**config.mk**
```make
export PLATFORM = sky130hd
export DESIGN_NAME = id_ex_stage_flat
export DESIGN_NICKNAME = d
export VERILOG_FILES = /design/src/rtl/id_ex_stage_pkg.sv /design/src/rtl/id_ex_stage_if.sv /design/src/rtl/id_ex_stage_hazard_detect.sv /design/src/rtl/id_ex_stage.sv /design/src/flat_wrapper.sv
export SDC_FILE = /design/constraint.sdc
export NUM_CORES = 1
export LEC_CHECK = 0
export CAP_MARGIN = 20
export CORE_ASPECT_RATIO = 0.6
export CORE_MARGIN = 1
export CORE_UTILIZATION = 42
export DETAILED_ROUTE_END_ITERATION = 10
export PLACE_DENSITY_LB_ADDON = 0.15
export RECOVER_POWER = 100
export SLEW_MARGIN = 25
export SYNTH_ARGS = -nofsm -noshare
export SYNTH_HDL_FRONTEND = slang
export SYNTH_HIERARCHICAL = 1
export SYNTH_SLANG_ARGS = --single-unit
```
**constraint.sdc**
```tcl
create_clock -name i_clk -period 4.1 [get_ports i_clk]
set_input_delay 0.615 -clock i_clk [delete_from_list [all_inputs] [get_ports i_clk]]
set_output_delay 0.615 -clock i_clk [all_outputs]
set_load 0.005 [all_outputs]
```
**src/rtl/id_ex_stage_pkg.sv**
```systemverilog
// rtl/id_ex_stage_pkg.sv - shared opcode constants, EX control struct, bubble constant and stage states
package package_param;

    localparam logic [3:0] ALU_ADD = 4'b0000;
    localparam logic [3:0] ALU_SUB = 4'b1000;
    localparam logic [3:0] ALU_AND = 4'b0111;
    localparam logic [3:0] ALU_OR  = 4'b0110;

    typedef struct packed {
        logic       br_unsign;
        logic       op1_sel;
        logic       op2_sel;
        logic       branch_signal;
        logic       jmp_signal;
        logic       mem_to_reg;
        logic [3:0] alu_opcode;
        logic       mem_rden;
        logic       rd_wren;
        logic       mem_wren;
    } id_ex_ctrl_t;

    localparam id_ex_ctrl_t CTRL_NOP = '0;

    typedef enum logic {
        ST_RUN    = 1'b0,
        ST_BUBBLE = 1'b1
    } id_ex_state_e;

endpackage

```
**src/rtl/id_ex_stage_if.sv**
```systemverilog
// rtl/id_ex_stage_if.sv - decode-to-EX bundle; master drives the decode side, slave is the stage
interface id_ex_stage_if;
    import package_param::*;

    logic        i_id_valid;
    logic [31:0] i_instr;
    logic [31:0] i_pc;
    logic [31:0] i_rs1_data;
    logic [31:0] i_rs2_data;
    logic [31:0] i_imm;
    id_ex_ctrl_t i_ctrl;
    logic        i_flush;
    logic        i_hold;

    logic        o_ex_valid;
    logic [31:0] o_ex_pc;
    logic [31:0] o_ex_rs1_data;
    logic [31:0] o_ex_rs2_data;
    logic [31:0] o_ex_imm;
    logic [4:0]  o_ex_rd;
    logic [4:0]  o_ex_rs1;
    logic [4:0]  o_ex_rs2;
    id_ex_ctrl_t o_ex_ctrl;
    logic        o_stall;

    modport master (
        output i_id_valid, i_instr, i_pc, i_rs1_data, i_rs2_data, i_imm, i_ctrl, i_flush, i_hold,
        input  o_ex_valid, o_ex_pc, o_ex_rs1_data, o_ex_rs2_data, o_ex_imm,
               o_ex_rd, o_ex_rs1, o_ex_rs2, o_ex_ctrl, o_stall
    );

    modport slave (
        input  i_id_valid, i_instr, i_pc, i_rs1_data, i_rs2_data, i_imm, i_ctrl, i_flush, i_hold,
        output o_ex_valid, o_ex_pc, o_ex_rs1_data, o_ex_rs2_data, o_ex_imm,
               o_ex_rd, o_ex_rs1, o_ex_rs2, o_ex_ctrl, o_stall
    );

endinterface

```
**src/rtl/id_ex_stage_hazard_detect.sv**
```systemverilog
// rtl/id_ex_stage_hazard_detect.sv - combinational load-use detector between EX and ID
module hazard_detect (
    input  logic       ex_valid_i,
    input  logic       ex_mem_rden_i,
    input  logic [4:0] ex_rd_i,
    input  logic       id_valid_i,
    input  logic [4:0] id_rs1_i,
    input  logic [4:0] id_rs2_i,
    output logic       load_use_o
);
    // rs fields are compared for every opcode; a false match only costs one bubble
    assign load_use_o = ex_valid_i && ex_mem_rden_i && (ex_rd_i != 5'd0) && id_valid_i &&
                        ((ex_rd_i == id_rs1_i) || (ex_rd_i == id_rs2_i));
endmodule

```
**src/rtl/id_ex_stage.sv**
```systemverilog
// rtl/id_ex_stage.sv - ID/EX pipeline register with load-use bubble FSM; optional HAZARD_STATS_EN counters
module id_ex_stage
    import package_param::*;
(
    input  logic          i_clk,
    input  logic          i_reset,
    id_ex_stage_if.slave  bus
`ifdef HAZARD_STATS_EN
    ,
    output logic [31:0]   o_stall_cnt,
    output logic [31:0]   o_flush_cnt
`endif
);

    id_ex_state_e state_q, state_d;
    logic         valid_q, valid_d;
    id_ex_ctrl_t  ctrl_q, ctrl_d;
    logic [31:0]  pc_q, pc_d, rs1_data_q, rs1_data_d, rs2_data_q, rs2_data_d, imm_q, imm_d;
    logic [4:0]   rd_q, rd_d, rs1_q, rs1_d, rs2_q, rs2_d;
    logic         hz_load_use;
    logic         load_use;

    logic [4:0] id_rd, id_rs1, id_rs2;
    assign id_rd  = bus.i_instr[11:7];
    assign id_rs1 = bus.i_instr[19:15];
    assign id_rs2 = bus.i_instr[24:20];

    logic unused_instr_bits;
    assign unused_instr_bits = ^{bus.i_instr[31:25], bus.i_instr[14:12], bus.i_instr[6:0]};

    hazard_detect u_hazard_detect (
        .ex_valid_i    (valid_q),
        .ex_mem_rden_i (ctrl_q.mem_rden),
        .ex_rd_i       (rd_q),
        .id_valid_i    (bus.i_id_valid),
        .id_rs1_i      (id_rs1),
        .id_rs2_i      (id_rs2),
        .load_use_o    (hz_load_use)
    );

    // BUBBLE already holds an invalid EX slot, but gating keeps the one-cycle limit explicit
    assign load_use    = hz_load_use && (state_q == ST_RUN);
    assign bus.o_stall = i_reset && !bus.i_flush && (bus.i_hold || load_use);

    always_comb begin
        state_d    = state_q;
        valid_d    = valid_q;
        ctrl_d     = ctrl_q;
        pc_d       = pc_q;
        rs1_data_d = rs1_data_q;
        rs2_data_d = rs2_data_q;
        imm_d      = imm_q;
        rd_d       = rd_q;
        rs1_d      = rs1_q;
        rs2_d      = rs2_q;
        if (bus.i_flush || !bus.i_hold) begin
            pc_d       = bus.i_pc;
            rs1_data_d = bus.i_rs1_data;
            rs2_data_d = bus.i_rs2_data;
            imm_d      = bus.i_imm;
            rd_d       = id_rd;
            rs1_d      = id_rs1;
            rs2_d      = id_rs2;
        end
        if (bus.i_flush) begin
            valid_d = 1'b0;
            ctrl_d  = CTRL_NOP;
            state_d = ST_RUN;
        end else if (bus.i_hold) begin
            state_d = state_q;
        end else if (load_use) begin
            valid_d = 1'b0;
            ctrl_d  = CTRL_NOP;
            state_d = ST_BUBBLE;
        end else begin
            valid_d = bus.i_id_valid;
            ctrl_d  = bus.i_id_valid ? bus.i_ctrl : CTRL_NOP;
            state_d = ST_RUN;
        end
    end

    always_ff @(posedge i_clk or negedge i_reset) begin
        if (!i_reset) begin
            state_q    <= ST_RUN;
            valid_q    <= 1'b0;
            ctrl_q     <= CTRL_NOP;
            pc_q       <= '0;
            rs1_data_q <= '0;
            rs2_data_q <= '0;
            imm_q      <= '0;
            rd_q       <= '0;
            rs1_q      <= '0;
            rs2_q      <= '0;
        end else begin
            state_q    <= state_d;
            valid_q    <= valid_d;
            ctrl_q     <= ctrl_d;
            pc_q       <= pc_d;
            rs1_data_q <= rs1_data_d;
            rs2_data_q <= rs2_data_d;
            imm_q      <= imm_d;
            rd_q       <= rd_d;
            rs1_q      <= rs1_d;
            rs2_q      <= rs2_d;
        end
    end

    assign bus.o_ex_valid    = valid_q;
    assign bus.o_ex_ctrl     = ctrl_q;
    assign bus.o_ex_pc       = pc_q;
    assign bus.o_ex_rs1_data = rs1_data_q;
    assign bus.o_ex_rs2_data = rs2_data_q;
    assign bus.o_ex_imm      = imm_q;
    assign bus.o_ex_rd       = rd_q;
    assign bus.o_ex_rs1      = rs1_q;
    assign bus.o_ex_rs2      = rs2_q;

`ifdef HAZARD_STATS_EN
    logic [31:0] stall_cnt_q, flush_cnt_q;

    always_ff @(posedge i_clk or negedge i_reset) begin
        if (!i_reset) begin
            stall_cnt_q <= '0;
            flush_cnt_q <= '0;
        end else begin
            if (bus.i_flush)
                flush_cnt_q <= flush_cnt_q + 32'd1;
            else if (!bus.i_hold && load_use)
                stall_cnt_q <= stall_cnt_q + 32'd1;
        end
    end

    assign o_stall_cnt = stall_cnt_q;
    assign o_flush_cnt = flush_cnt_q;
`endif

endmodule

```
**src/flat_wrapper.sv**
```systemverilog
// flat-port wrapper written by rule: the top's interface ports become plain ports
module id_ex_stage_flat import package_param::*;
  (i_clk, i_reset, bus_i_id_valid, bus_i_instr, bus_i_pc, bus_i_rs1_data, bus_i_rs2_data, bus_i_imm, bus_i_ctrl, bus_i_flush, bus_i_hold, bus_o_ex_valid, bus_o_ex_pc, bus_o_ex_rs1_data, bus_o_ex_rs2_data, bus_o_ex_imm, bus_o_ex_rd, bus_o_ex_rs1, bus_o_ex_rs2, bus_o_ex_ctrl, bus_o_stall);
  id_ex_stage_if bus_i ();
  input  logic i_clk;
  input  logic i_reset;
  input wire logic [$bits(bus_i.i_id_valid)-1:0] bus_i_id_valid;
  input wire logic [$bits(bus_i.i_instr)-1:0] bus_i_instr;
  input wire logic [$bits(bus_i.i_pc)-1:0] bus_i_pc;
  input wire logic [$bits(bus_i.i_rs1_data)-1:0] bus_i_rs1_data;
  input wire logic [$bits(bus_i.i_rs2_data)-1:0] bus_i_rs2_data;
  input wire logic [$bits(bus_i.i_imm)-1:0] bus_i_imm;
  input wire logic [$bits(bus_i.i_ctrl)-1:0] bus_i_ctrl;
  input wire logic [$bits(bus_i.i_flush)-1:0] bus_i_flush;
  input wire logic [$bits(bus_i.i_hold)-1:0] bus_i_hold;
  output wire logic [$bits(bus_i.o_ex_valid)-1:0] bus_o_ex_valid;
  output wire logic [$bits(bus_i.o_ex_pc)-1:0] bus_o_ex_pc;
  output wire logic [$bits(bus_i.o_ex_rs1_data)-1:0] bus_o_ex_rs1_data;
  output wire logic [$bits(bus_i.o_ex_rs2_data)-1:0] bus_o_ex_rs2_data;
  output wire logic [$bits(bus_i.o_ex_imm)-1:0] bus_o_ex_imm;
  output wire logic [$bits(bus_i.o_ex_rd)-1:0] bus_o_ex_rd;
  output wire logic [$bits(bus_i.o_ex_rs1)-1:0] bus_o_ex_rs1;
  output wire logic [$bits(bus_i.o_ex_rs2)-1:0] bus_o_ex_rs2;
  output wire logic [$bits(bus_i.o_ex_ctrl)-1:0] bus_o_ex_ctrl;
  output wire logic [$bits(bus_i.o_stall)-1:0] bus_o_stall;
  assign bus_i.i_id_valid = bus_i_id_valid;
  assign bus_i.i_instr = bus_i_instr;
  assign bus_i.i_pc = bus_i_pc;
  assign bus_i.i_rs1_data = bus_i_rs1_data;
  assign bus_i.i_rs2_data = bus_i_rs2_data;
  assign bus_i.i_imm = bus_i_imm;
  assign bus_i.i_ctrl = bus_i_ctrl;
  assign bus_i.i_flush = bus_i_flush;
  assign bus_i.i_hold = bus_i_hold;
  assign bus_o_ex_valid = bus_i.o_ex_valid;
  assign bus_o_ex_pc = bus_i.o_ex_pc;
  assign bus_o_ex_rs1_data = bus_i.o_ex_rs1_data;
  assign bus_o_ex_rs2_data = bus_i.o_ex_rs2_data;
  assign bus_o_ex_imm = bus_i.o_ex_imm;
  assign bus_o_ex_rd = bus_i.o_ex_rd;
  assign bus_o_ex_rs1 = bus_i.o_ex_rs1;
  assign bus_o_ex_rs2 = bus_i.o_ex_rs2;
  assign bus_o_ex_ctrl = bus_i.o_ex_ctrl;
  assign bus_o_stall = bus_i.o_stall;
  id_ex_stage u_core (.i_clk(i_clk), .i_reset(i_reset), .bus(bus_i));
endmodule
```
==> summary.md, run 1 <==
| Metric | Value |
|---|---|
| Status | `complete, but fails checks` |
| Failing checks | `max-capacitance violations, max-slew violations` |
| CP arrival | `3030 ps` |
| Synth cell types | `21` |
| Crit Path Category | `primary input to output port` |
| RR Startpoint | `u_core/bus.o_ex_rd[3]` |
| Int Power | `2.829 mW` |
| Max cap viols | `3` |
| Top cell type's share of synthesized area | `0.6495` |
| Reg power frac | `0.460` |
| TritonCTS buffer count | `17` |
| Worst reg2reg endpoint | `u_core/bus.o_ex_ctrl[10]` |
| Ant. Diodes | `0` |
| CTS max path bufs | `2` |
| Initial antenna violation count | `0` |
| Root Buffer | `clkbuf_16` |
| Hold Vio Cnt, Final | `0` |
| GPL Wtd Cong | `0.8074` |
| DIE AREA | `0.01499 mm2` |
| Row Count | `33` |
| Drt total wl | `17610 um` |
| Average cell area after synthesis | `9.181 um2` |
| #FFs+latches synth | `158` |
| Global-route usage over all layers | `0.2407` |
| I/O pin cnt | `336` |
| Clock share of power | `0.378` |
| Rel. slew slack | `-0.4620` |
| Starting Density | `0.4375` |
| Vias in the first global route | `5253` |
| Slew Viols, Final | `155` |
| RSZ-0062 raised after global routing | `no` |
| Post-synth EDFFs | `0` |
| Synth Flop Type | `dfrtp_1` |
| Share of layout cells above drive strength 1 | `0.04053` |
| Most common cell after layout, fill and taps aside | `nand2_1` |
| Fin area | `0.009943 mm2` |
| Worst hold-check path type | `primary input to async pin` |
| Setup repair bufs after CTS | `0` |
| Yosys warns | `6` |
| Post-Syn Area | `0.006087 mm2` |
| Initial DRC Count | `301` |
| Port-buffer cells | `318` |
| Drt first pass iters | `6` |
| Synth area leader | `dfrtp_1` |
| P per Cell Area | `381.2 mW/mm2` |
| Nets | `1152` |
| Max VDD drop | `0.3034 mV` |
| Most frequent cells in the layout | `nand2_1, dlygate4sd3_1, dfrtp_1, clkdlybuf4s50_1, clkbuf_16` |
| Layout overhead on the synthesized area | `63.35%` |
| Reg2reg setup slack | `1970 ps` |
| Sink Count | `158` |
| Final worst path period need | `3641 ps` |
| Clock skew | `12.73 ps` |
| Core Area | `0.01391 mm2` |
| Worst-Margin Slew | `2193 ps` |
| Drt via density | `4.541` |
| Global-route wire length before repair | `27380 um` |
| Worst setup SP type | `primary input` |
| Setup TNS | `0 ps` |
| Worst setup margin | `459.4 ps` |
| Final Cycle Share | `0.8880` |
| Routed len/inst | `14.93 um` |
| Largest net degree at the start of global routing | `74` |
| CTS tree | `done` |
| P_sw | `0.9618 mW` |
| P_leak | `4.931 nW` |
| Residual DRC | `0` |
| Hold Buf Count CTS | `0` |
| Critical Path Sink Type | `output port` |
| Critical Path End | `bus_o_stall` |
| Vias | `5354` |
| Pre-CTS WS | `650.8 ps` |
| Crit-path max FO | `4` |
| Setup-failing EPs final | `0` |
| Top achievable clock speed | `274.7 MHz` |
| Req. time, crit path | `3480 ps` |
| Clk slew on worst S/H paths | `60 ps` |
| Detail Placement HPWL | `12530 um` |
| # resized after CTS | `0` |
| Gr ovfl total | `0` |
| H-tree level count | `4` |
| Gate power share | `0.162` |
| Sw Share | `0.2537` |
| FILL cells | `1127` |
| Cells on worst reg2reg path | `7` |
| Routed Antenna Nets | `0` |
| Asr flop ratio synth | `1.000` |
| Cell count after synthesis | `663` |
| Net count after synthesis | `841` |
| Worst skew pair latency | `410 ps` |
| Top cells by area, synth | `dfrtp_1, nand2_1, buf_2, a22o_1, buf_4` |
| Worst setup path startpoint | `bus_i_instr[15]` |
| Die width | `157.4 um` |
| Post-synthesis sequential area ratio | `0.6495` |
| Dpl cell area | `0.009404 mm2` |
| Die Y | `95.25 um` |
cell usage after synthesis (all sizes together) (2+ instances only):
master and n:
xnor2 4, nor2b 2, nand3 2, nor2 2
a21oi 2, a22o 12, nor3 2, buf 34
xor2 6, dfrtp 158, nand2 430
area by class of cell:
type	count	area, um2	area share
clock buffer	19	432.9	0.04354
multi-input combinational	471	1946	0.1957
timing repair buffer	326	3266	0.3284
sequential	158	3954	0.3976
tap	192	240.2	0.02416
clock inverter	13	105.1	0.01057
worst min-delay path by stage:
stage                                         endpoint  cells after the start
after floorplan                u_core/bus.o_ex_ctrl[0]                      0
after global placement    u_core/bus.o_ex_rs2_data[10]                      2
after detailed placement  u_core/bus.o_ex_rs1_data[31]                      2
after CTS                       u_core/bus.o_ex_pc[26]                      1
after global routing      u_core/bus.o_ex_rs1_data[21]                      2
final                           u_core/bus.o_ex_pc[26]                      1
logic make-up after synthesis:
group	Yosys count	synth area share
buffers and inverters	34	0.03207
and+or+nand+nor	444	0.2804
AOI/OAI and AO/OA	16	0.02199
DFF	158	0.6495
muxes	1	0.001644
xor gates and xnor gates	10	0.01439
routing by layer:
metal  track usage  vias to the layer above  share of wire
met4       0.05906                        0         0.0055
met3       0.07682                        6          0.081
li1              -                     2674              -
met2        0.4097                      165           0.50
met1        0.2995                     2509           0.41
met5             0                        -              0
power groups by stage:
stage	combinational [mW]	sequential [mW]	clock, mW
final	0.615	1.74	1.43
after global routing	0.679	1.76	1.54
after CTS	0.671	1.75	1.47
after detailed placement	0.668	1.78	0
after global placement	0.661	1.77	0
after floorplan	0.167	1.79	0
stage by stage:
step	hold slack, ps	std cells	utilization	power (mW)
3_3_place_gp	448.9	1146	0.6758	2.434
5_1_grt	478.3	1179	0.7146	3.982
4_1_cts	35.57	1178	0.7145	3.893
2_1_floorplan	319.4	663	-	1.954
6_report	449.0	1179	0.7146	3.791
3_5_place_dp	454.1	1146	0.6758	2.445
state kept, by name, summed over array words and instances (netlist names), 5 cells and up:
signal	flops
u_core/bus.o_ex_pc	32
u_core/bus.o_ex_rs1_data	32
u_core/bus.o_ex_rs2	5
u_core/bus.o_ex_rs1	5
u_core/bus.o_ex_imm	32
u_core/bus.o_ex_ctrl	13
u_core/bus.o_ex_rd	5
u_core/bus.o_ex_rs2_data	32
critical path, cell delays in order:
cell           delay, ps
dlygate4sd3_1        580
xor2_1               170
nor3_1               200
nand3_1              120
a21oi_1              150
nor2b_1              270
nor2_1               100
nor3b_1              180
dlygate4sd3_1        640
Note: power is estimated with default switching activity, not from simulation.
==> run 2: changes to the inputs <==
--- a/config.mk
+++ b/config.mk
@@ -8,7 +8,7 @@
 export CAP_MARGIN = 20
 export CORE_ASPECT_RATIO = 0.6
 export CORE_MARGIN = 1
-export CORE_UTILIZATION = 42
+export CORE_UTILIZATION = 39
 export DETAILED_ROUTE_END_ITERATION = 10
 export PLACE_DENSITY_LB_ADDON = 0.15
 export RECOVER_POWER = 100
==> constraint.sdc (replaced) <==
create_clock -name i_clk -period 3.94 [get_ports i_clk]
set_input_delay 0.591 -clock i_clk [delete_from_list [all_inputs] [get_ports i_clk]]
set_output_delay 0.591 -clock i_clk [all_outputs]
set_load 0.005 [all_outputs]
==> run 2 against run 1 <==
Compared with the run above:
- the run still ends with max-capacitance violations, max-slew violations left
- routed wire length is 1.3% higher
- core utilization is 4.2 points lower
- combinational power is 4.2% higher
- total power is 6.1% higher
- hold slack worse by 360 ps
- flip-flop and latch count stayed put
- sequential share of layout area is 0.15 points lower
- die area is 7.6% higher
- cell area is 0.38% higher
- critical path type unchanged
- critical path depth stayed put
- clock skew is 6.1 ps lower
==> summary.md, run 2 (same netlist as run 1, synthesis figures left out) <==
| Metric | Value |
|---|---|
| Final worst path period need | `3488 ps` |
| Drt total wl | `17840 um` |
| Gr ovfl total | `0` |
| P per Cell Area | `402.9 mW/mm2` |
| Vias in the first global route | `5364` |
| Setup repair bufs after CTS | `0` |
| Routing usage on met2 | `0.3895` |
| Ant. Diodes | `0` |
| Residual DRC | `0` |
| Max cap viols | `2` |
| Clk slew on worst S/H paths | `60 ps` |
| Gr busiest metal | `met2` |
| Vias | `5312` |
| Detail Placement HPWL | `12900 um` |
| Global-route wire length before repair | `28410 um` |
| M3 GR Usage | `0.08880` |
| Rel. slew slack | `-0.6547` |
| CP max stage cell | `dlygate4sd3_1` |
| Global-route usage over all layers | `0.2302` |
| TritonCTS buffer count | `17` |
| DIE AREA | `0.01613 mm2` |
| Most common cell after layout, fill and taps aside | `nand2_1` |
| Hold Vio Cnt, Final | `0` |
| Max VDD drop | `0.2617 mV` |
| Root Buffer | `clkbuf_16` |
| Nets | `1153` |
| Largest net degree at the start of global routing | `64` |
| Worst-Margin Slew | `2482 ps` |
| Crit Path Category | `primary input to output port` |
| DP Cell Count | `1154` |
| Failing checks | `max-capacitance violations, max-slew violations` |
| Die Y | `98.77 um` |
| Routed Antenna Nets | `0` |
| Final Instance Count excl. Fillers | `1186` |
| Critical Path Sink Type | `output port` |
| Initial antenna violation count | `0` |
| Layout overhead on the synthesized area | `63.97%` |
| Crit-path max FO | `4` |
| Sw Share | `0.2505` |
| Top achievable clock speed | `286.7 MHz` |
| Clock share of power | `0.389` |
| Routed len/inst | `15.04 um` |
| CTS tree | `done` |
| RR Startpoint | `u_core/bus.o_ex_rd[3]` |
| Core Area | `0.01485 mm2` |
| Starting Density | `0.4100` |
| Hold Buf Count CTS | `0` |
| Worst skew pair latency | `400 ps` |
| Cells on worst reg2reg path | `7` |
| Worst reg2reg endpoint | `u_core/bus.o_ex_ctrl[10]` |
| P_sw | `1.007 mW` |
| Int Power | `3.014 mW` |
| CP Cell Sequence | `clkdlybuf4s50_1 -> xor2_1 -> nor3_1 -> nand3_1 -> a21oi_1 -> nor2b_1 -> nor2_1 -> nor3b_1 -> dlygate4sd3_1` |
| Row Count | `34` |
| Die width | `163.3 um` |
| Reg power frac | `0.451` |
| GPL Wtd Cong | `0.7850` |
| Status | `complete, but fails checks` |
| # resized after CTS | `0` |
| Setup-failing EPs final | `0` |
| Worst setup SP type | `primary input` |
| Clock skew | `6.620 ps` |
| Worst hold-check path type | `primary input to async pin` |
| Met1 GRT Util | `0.2743` |
| Final Cycle Share | `0.8853` |
| Port-buffer cells | `318` |
| Initial DRC Count | `254` |
| Gate power share | `0.159` |
| Worst path max stage delay | `630 ps` |
| Share of layout cells above drive strength 1 | `0.04150` |
| Req. time, crit path | `3350 ps` |
| Reg2reg setup slack | `1420 ps` |
| CP arrival | `2900 ps` |
| Setup TNS | `0 ps` |
| Sink Count | `158` |
| Worst setup path startpoint | `bus_i_instr[22]` |
| Drt via density | `4.479` |
| Most frequent cells in the layout | `nand2_1, dlygate4sd3_1, clkdlybuf4s50_1, dfrtp_1, clkbuf_16` |
| Drt first pass iters | `4` |
| RSZ-0062 raised after global routing | `no` |
| H-tree level count | `4` |
| P_leak | `4.944 nW` |
| CTS max path bufs | `2` |
| Slew Viols, Final | `127` |
| I/O pin cnt | `336` |
==> run 2: power groups by stage <==
stage               Sequential (mW)  Clock, mW  Combinational, mW
floorplan                      1.86          0              0.174
global placement               1.85          0              0.690
detailed placement             1.85          0              0.698
CTS                            1.82       1.60              0.702
global route                   1.83       1.69              0.707
finish                         1.81       1.57              0.641
==> run 2: worst max-delay path by stage <==
stage                                   end  slack, ps  cells after the start
global route        u_core/bus.o_ex_imm[23]        160                      5
global placement                bus_o_stall        490                      9
floorplan                       bus_o_stall       1720                      7
CTS                             bus_o_stall        470                      9
detailed placement              bus_o_stall        490                      9
finish                          bus_o_stall        450                      9
==> run 2: worst max-delay path: cells and delay by family <==
family          cells  cell delay [ps]
buf+inv             2             1090
xor+xnor            1              160
compound gates      1              170
simple gates        5              890
==> run 2: cell type report <==
| type | instances | area [um2] |
|---|---|---|
| fill | 1238 | 4866 |
| sequential | 158 | 3954 |
| timing repair buffer | 327 | 3281 |
| multi-input combinational | 471 | 1934 |
| clock buffer | 19 | 432.9 |
| tap | 198 | 247.7 |
| clock inverter | 13 | 131.4 |
==> run 2: through the flow <==
stage	area [um2]	setup slack, ps	hold slack, ps	util	total power, mW
6_report	9981	451.8	85.16	0.6723	4.022
5_1_grt	9981	160.4	90.68	0.6723	4.232
4_1_cts	10000	474.0	85.54	0.6738	4.128
3_5_place_dp	9439	488.4	454.7	0.6358	2.548
3_3_place_gp	9439	487.6	448.3	0.6358	2.537
2_1_floorplan	6087	1725	295.4	-	2.034
==> run 2: per-layer routing <==
layer / vias to the layer above / wire length, um
met5: - / 0
met4: 0 / 204
met3: 12 / 1591
met2: 170 / 8724
met1: 2471 / 7321
li1: 2659 / -
